## src/rtl/irrigation_pkg.sv

```systemverilog
`default_nettype none
// ============================================================================
//  Module   : irrigation_pkg
//  Purpose  : Shared encodings for the irrigation sequencer and the timer's
//             preset encoder (state codes and irrigation type codes).
//  Ports    : none (package)
//  Revision : 1.0  initial release
// ============================================================================
package irrigation_pkg;

    typedef enum logic [1:0] {
        ST_IDLE     = 2'b00,
        ST_PURGE    = 2'b01,
        ST_IRRIGATE = 2'b10,
        ST_FAULT    = 2'b11
    } state_e;

    localparam logic [1:0] TY_NONE      = 2'b00;
    localparam logic [1:0] TY_DRIP      = 2'b01;
    localparam logic [1:0] TY_SPRINKLER = 2'b10;

    // Only drip and sprinkler are real irrigation types; 00 and 11 are rejected.
    function automatic logic type_is_valid(input logic [1:0] t);
        return (t == TY_DRIP) || (t == TY_SPRINKLER);
    endfunction

endpackage
`default_nettype wire

```

## src/rtl/irrigation_sequencer_transition_watchdog.sv

```systemverilog
`default_nettype none
// ============================================================================
//  Module   : transition_watchdog
//  Purpose  : Arm handshake and watchdog for one timer run. A load strobe
//             clears the armed flag; the first cycle with timer_done=0 arms
//             it, so a stale timer_done=1 from the previous run is ignored.
//             Flags a timeout if arming takes too long or if the armed timer
//             never finishes.
//  Ports    : clk, rst_n          clock, async active-low reset
//             i_load             preset-load strobe (state-change pulse)
//             i_timer_done       timer at zero
//             o_expired          armed timer has reached zero
//             o_timeout          arm or run watchdog exceeded
//  Revision : 1.0  initial release
// ============================================================================
module transition_watchdog #(
    parameter int ARM_MAX     = 4,
    parameter int WDOG_CYCLES = 63,
    parameter int WDOG_W      = 6     // 2**WDOG_W must exceed WDOG_CYCLES
) (
    input  logic clk,
    input  logic rst_n,
    input  logic i_load,
    input  logic i_timer_done,
    output logic o_expired,
    output logic o_timeout
);

    // The counter holds (cycles spent in the current phase - 1), so the
    // comparisons fire in the ARM_MAX-th unarmed cycle after the load and in
    // the WDOG_CYCLES-th cycle after the arming cycle.
    localparam logic [WDOG_W-1:0] c_ARM_LAST  = WDOG_W'(ARM_MAX - 1);
    localparam logic [WDOG_W-1:0] c_WDOG_LAST = WDOG_W'(WDOG_CYCLES - 1);
    localparam logic [WDOG_W-1:0] c_CNT_MAX   = '1;

    logic              r_armed;
    logic [WDOG_W-1:0] r_cnt;
    logic              w_arm_to;
    logic              w_run_to;

    always_ff @(posedge clk or negedge rst_n) begin
        if (!rst_n) begin
            r_armed <= 1'b0;
            r_cnt   <= '0;
        end else if (i_load) begin
            r_armed <= 1'b0;
            r_cnt   <= '0;
        end else if (!r_armed && !i_timer_done) begin
            r_armed <= 1'b1;
            r_cnt   <= '0;
        end else if (r_cnt != c_CNT_MAX) begin
            r_cnt   <= r_cnt + 1'b1;
        end
    end

    assign w_arm_to = !r_armed && i_timer_done  && (r_cnt >= c_ARM_LAST);
    assign w_run_to =  r_armed && !i_timer_done && (r_cnt >= c_WDOG_LAST);

    // During the load cycle the flag still belongs to the previous run.
    assign o_expired = !i_load && r_armed && i_timer_done;
    assign o_timeout = !i_load && (w_arm_to || w_run_to);

endmodule
`default_nettype wire

```

## src/rtl/irrigation_sequencer.sv

```systemverilog
`default_nettype none
// ============================================================================
//  Module   : irrigation_sequencer
//  Purpose  : Control FSM upstream of the irrigation timer.
//             IDLE -> PURGE -> IRRIGATE -> IDLE, FAULT on water loss or
//             watchdog. Every state change emits a one-cycle load strobe.
//  Ports    : clk, rst_n              clock, async active-low reset
//             i_start                 level request to irrigate
//             i_humidity_low          soil is dry
//             i_water_low             reservoir below minimum
//             i_type_sel[1:0]         01 drip, 10 sprinkler
//             i_fault_clr             operator acknowledge
//             i_timer_done            timer clk_off
//             o_state[1:0]            00 IDLE 01 PURGE 10 IRRIGATE 11 FAULT
//             o_irrigation_type[1:0]  latched type, 00 in IDLE/FAULT
//             o_pulse_transiction     preset-load strobe
//             o_purge_on, o_valve_on, o_alarm   actuators
//  Revision : 1.0  initial release
// ============================================================================
module irrigation_sequencer
    import irrigation_pkg::*;
#(
    parameter int ARM_MAX     = 4,
    parameter int WDOG_CYCLES = 63,
    parameter int WDOG_W      = 6
) (
    input  logic       clk,
    input  logic       rst_n,
    input  logic       i_start,
    input  logic       i_humidity_low,
    input  logic       i_water_low,
    input  logic [1:0] i_type_sel,
    input  logic       i_fault_clr,
    input  logic       i_timer_done,
    output logic [1:0] o_state,
    output logic [1:0] o_irrigation_type,
    output logic       o_pulse_transiction,
    output logic       o_purge_on,
    output logic       o_valve_on,
    output logic       o_alarm
);

    state_e     r_state;
    logic [1:0] r_type;
    logic       r_pulse;
    logic       r_purge;
    logic       r_valve;
    logic       r_alarm;

    state_e     w_next;
    logic [1:0] w_next_type;
    logic       w_expired;
    logic       w_timeout;

    transition_watchdog #(
        .ARM_MAX     (ARM_MAX),
        .WDOG_CYCLES (WDOG_CYCLES),
        .WDOG_W      (WDOG_W)
    ) u_wdog (
        .clk          (clk),
        .rst_n        (rst_n),
        .i_load       (r_pulse),
        .i_timer_done (i_timer_done),
        .o_expired    (w_expired),
        .o_timeout    (w_timeout)
    );

    // State and all outputs are registered together so every output
    // changes on the same edge as the state it describes.
    always_ff @(posedge clk or negedge rst_n) begin
        if (!rst_n) begin
            r_state <= ST_IDLE;
            r_type  <= TY_NONE;
            r_pulse <= 1'b0;
            r_purge <= 1'b0;
            r_valve <= 1'b0;
            r_alarm <= 1'b0;
        end else begin
            r_state <= w_next;
            r_type  <= w_next_type;
            r_pulse <= (w_next != r_state);
            r_purge <= (w_next == ST_PURGE);
            r_valve <= (w_next == ST_IRRIGATE);
            r_alarm <= (w_next == ST_FAULT);
        end
    end

    always_comb begin
        w_next      = r_state;
        w_next_type = TY_NONE;
        unique case (r_state)
            ST_IDLE: begin
                if (i_start && i_humidity_low && !i_water_low &&
                    type_is_valid(i_type_sel))
                    w_next = ST_PURGE;
            end
            ST_PURGE: begin
                // Water loss and watchdog outrank a coincident expiry.
                if (i_water_low || w_timeout)
                    w_next = ST_FAULT;
                else if (w_expired)
                    w_next = ST_IRRIGATE;
            end
            ST_IRRIGATE: begin
                if (i_water_low || w_timeout)
                    w_next = ST_FAULT;
                else if (w_expired || !i_humidity_low)
                    w_next = ST_IDLE;
            end
            ST_FAULT: begin
                if (i_fault_clr && !i_water_low)
                    w_next = ST_IDLE;
            end
        endcase

        // Type is captured on the IDLE->PURGE edge and held through IRRIGATE.
        if (r_state == ST_IDLE && w_next == ST_PURGE)
            w_next_type = i_type_sel;
        else if (w_next == ST_PURGE || w_next == ST_IRRIGATE)
            w_next_type = r_type;
    end

    assign o_state             = r_state;
    assign o_irrigation_type   = r_type;
    assign o_pulse_transiction = r_pulse;
    assign o_purge_on          = r_purge;
    assign o_valve_on          = r_valve;
    assign o_alarm             = r_alarm;

endmodule
`default_nettype wire

```

## config.mk

```make
export PLATFORM = sky130hd
export DESIGN_NAME = irrigation_sequencer
export DESIGN_NICKNAME = d
export VERILOG_FILES = /design/src/rtl/irrigation_pkg.sv /design/src/rtl/irrigation_sequencer_transition_watchdog.sv /design/src/rtl/irrigation_sequencer.sv
export SDC_FILE = /design/constraint.sdc
export NUM_CORES = 1
export LEC_CHECK = 0
export CORE_ASPECT_RATIO = 0.9
export CORE_MARGIN = 3
export CORE_UTILIZATION = 45
export CTS_CLUSTER_DIAMETER = 80
export DETAILED_ROUTE_END_ITERATION = 7
export GPL_TIMING_DRIVEN = 0
export PLACE_DENSITY = 0.71
export SETUP_SLACK_MARGIN = 0.2
export SYNTH_ARGS = -nofsm -noshare
export SYNTH_HDL_FRONTEND = slang
export SYNTH_SLANG_ARGS = --single-unit
```

## constraint.sdc

```tcl
create_clock -name clk -period 2.25 [get_ports clk]
set_input_delay 0.675 -clock clk [delete_from_list [all_inputs] [get_ports clk]]
set_output_delay 0.675 -clock clk [all_outputs]
set_load 0.01 [all_outputs]
```

==> run summary <==
• result of the run: finished, final reports clean
• Filler cells: 173
• Cells after Synth: 93
• final setup violating endpoints: 0
• post-route minimum period: 1.99 ns
• share of the core filled with cells in the final layout: 62.5%
• met3 track demand over resource in global routing: 7.30%
• arrival time of data at the critical path endpoint: 2.18 ns
• area share of fa/ha/maj cells after synthesis: 2.95%
• number of max-cap violations: 0
• master of the slowest instance on the critical path: dlygate4sd2_1
• number of cells in the finished layout apart from fillers: 137
• kind of critical path: in -> reg
• CTS Buf Count: 3
• path category of the worst min-delay check: reg -> reg
• pin count of the biggest net entering global routing: 16
• WL final: 1920 µm
• die area: 2440 µm²
• flip-flop cell with the highest count after synthesis: dfrtp_1
• number of antenna violations at the first check in global routing: 0
• combinational family with the most area after synthesis: simple AND/OR/NAND/NOR gates
• number of antenna-violating nets in the routed design: 0
• Placed Cells: 133
• number of primary I/O pins: 17
• vias in the first global route: 737
• met2 layer usage reported by global route: 32.2%
• starting utilization of the core area: 49.3%
• final-report hold violation count: 0
• number of hold-repair buffers added at the cts stage: 0
• peak ir drop on the vdd network: 0.683 mV
• H-tree level count: 1
• endpoint class of the critical path: register
• GPL Wtd Cong: 0.836
• Tot Pwr: 1200 µW
• clock tree from TritonCTS: built
• met1 track demand over resource in global routing: 18.4%
• switching share of power: 40.6%
• critical path buffer and inverter count: 1
• overall die width: 51.7 µm
• sequential share of power: 35.7%
• share of total power in combinational logic: 51.2%
• slew at the pin closest to its max-slew limit: 0.682 ns
• number of warning messages in the yosys log: 0
• Clock Path Buffers: 2
• dominant delay contributor by cell family on the critical path: compound AO/OA/AOI/OAI gates
• mean instance size in the synthesized netlist: 9.11 µm²
• vertical extent of the die: 47.2 µm
• LEAKAGE: 0.000487 µW
• Skew-Pair Late Insertion Delay: 0.29 ns
• RSZ-0062 raised after global routing: no
• slowest cell delay on critical path: 0.38 ns
• Net Count, Synth: 104
• number of sinks on the clock net: 15
• Worst Setup Start Kind: input port
• period utilisation layout: 88.7%
• number of rows created at floorplan: 14
• final-layout setup total negative slack: 0 ns
• Vias: 752
• proportion of layout cells with a drive suffix above 1: 10.6%
• clock group share of total power: 13.1%
• drt first-iter violations: 13
• DR WL/cell: 14.0 µm
• register clock-pin slew on the reported worst setup and hold paths: 0.10 ns
• remaining design rule violation count: 0
• Post-CTS Setup Repair Bufs: 0
• list of cells traversed by the critical path: dlygate4sd2_1, nor2b_1, a222oi_1, o41ai_2, a31o_1, a32o_1
• critical path required time: 2.44 ns
• IO buf count: 16
• Detail Placement HPWL: 1450 µm
• area overhead of the layout relative to synthesis: 26.7%
• post-synthesis share of cell area spent on xor and xnor gates: 3.10%
• simple logic cell fraction of the synthesized area: 23.9%
• gr busiest metal: met2
• mux share of post-synthesis cell area: 1.18%
• final count of pins violating max slew: 0
• total gr overflow: 0
• ratio of total power to cell area: 1120 nW/µm²
• cell-internal power: 716 µW
• Highest Clock Rate: 0.501 GHz
• core area: 1720 µm²
• Via-to-Cell Ratio: 5.49
• ANT cells: 0
• first-pass detailed-route iteration total: 5
• area after detailed placement: 1040 µm²
• EDFF count, synth: 0
• fin area: 1070 µm²
• global-route total usage across every layer: 17.4%
• total standard cell area after synthesis: 847 µm²
• wire length of the first global-routing pass: 3060 µm
• maximum net fanout on the critical path: 9
• Yosys reg bits: 15
• clock tree root buffer cell: clkbuf_4
• final net count: 125
• async set-or-reset flop fraction in the synthesized netlist: 100%
• number of distinct library cells after synthesis: 35
• switching component of the power: 489 µW
• relative slew slack: 54.4%
• register area share after synthesis: 44.3%
• Layout Skew: 0.00695 ns
• synthesized-area fraction occupied by ao, oa, aoi and oai cells: 20.2%
power by group through the flow:
stage	Clock (µW)	Sequential (µW)	Combinational, µW
after CTS	166	427	622
after global routing	180	440	685
final	158	430	617
after detailed placement	0	431	602
after global placement	0	428	587
after floorplan	0	439	372
state kept, by name (all words and copies together), names as in the netlist:
signal and cells:
u_wdog.r_armed 1, o_alarm 1, o_pulse_transiction 1, u_wdog.r_cnt 6
o_irrigation_type 2, o_state 2, o_purge_on 1, o_valve_on 1
stage by stage:
stage	setup slack, ns	hold WS [ns]
final	0.255	0.466
after global placement	-0.295	0.446
after CTS	0.203	0.469
after global routing	0.202	0.497
after detailed placement	-0.344	0.458
after floorplan	0.371	0.379
layout make-up:
class / instances / area, µm² / area share [%]
Buffer: 2 / 10.0 / 0.932
Clock buffer: 3 / 22.5 / 2.10
Clock inverter: 1 / 7.51 / 0.699
Inverter: 7 / 26.3 / 2.45
Multi-Input combinational cell: 69 / 447 / 41.6
Sequential cell: 15 / 377 / 35.1
Tap cell: 24 / 30.0 / 2.80
Timing Repair Buffer: 16 / 154 / 14.3
logic make-up (layout without fill, tap and decap cells):
group                    Yosys count  after routing
flip-flops                        15             15
AO/OA/AOI/OAI                     23             23
multiplexers                       1              1
adder cells (fa/ha/maj)            2              2
buffers and inverters              9             29
XOR/XNOR                           3              3
AND/OR/NAND/NOR                   40             40
worst paths after layout:
check	from	end	slack, ns	depth (start not counted)
setup reg to reg	u_wdog.r_cnt[0]	o_pulse_transiction	0.42	6
setup / recovery	i_water_low	o_irrigation_type[0]	0.26	6
max in group asynchronous	rst_n	o_state[1]	0.99	1
min in group asynchronous	rst_n	o_irrigation_type[1]	0.79	1
hold / removal	o_pulse_transiction	u_wdog.r_armed	0.47	1
hold reg to reg	o_pulse_transiction	u_wdog.r_armed	0.47	1
synthesized netlist by cell type, types with 3 or more instances:
cell,n,area (µm²)
nor2_1,15,56.3
and3_1,3,18.8
nand2_1,4,15.0
nor3_1,3,15.0
nand3_1,4,20.0
a21oi_1,3,15.0
dfrtp_1,15,375
o21a_1,3,22.5
inv_1,5,18.8
layer usage:
metal	vias up	share of wire (%)
met5	-	0
met4	0	0.68
met3	2	5.3
met2	13	50
met1	359	44
li1	378	-
cells in the final DEF, fill, tap and decap left out, types with 2 or more instances in the layout:
cell type / n
nor2_1: 15
clkdlybuf4s50_1: 14
dfrtp_1: 14
inv_1: 5
nand2_1: 4
nand3_1: 4
nor3_1: 3
a21oi_1: 3
o21a_1: 3
and3_1: 3
clkbuf_4: 3
buf_2: 2
inv_2: 2
nand2b_1: 2
a222oi_1: 2
o21ai_0: 2
nor2b_1: 2
and2_1: 2
xnor2_1: 2
a211oi_1: 2
a32o_1: 2
ha_1: 2
what timing repair did:
item                       CTS  global route
pin swaps                    1             1
setup endpoints to repair    7             2
gates resized for setup      4             3
Note: power is estimated with default switching activity, not from simulation.
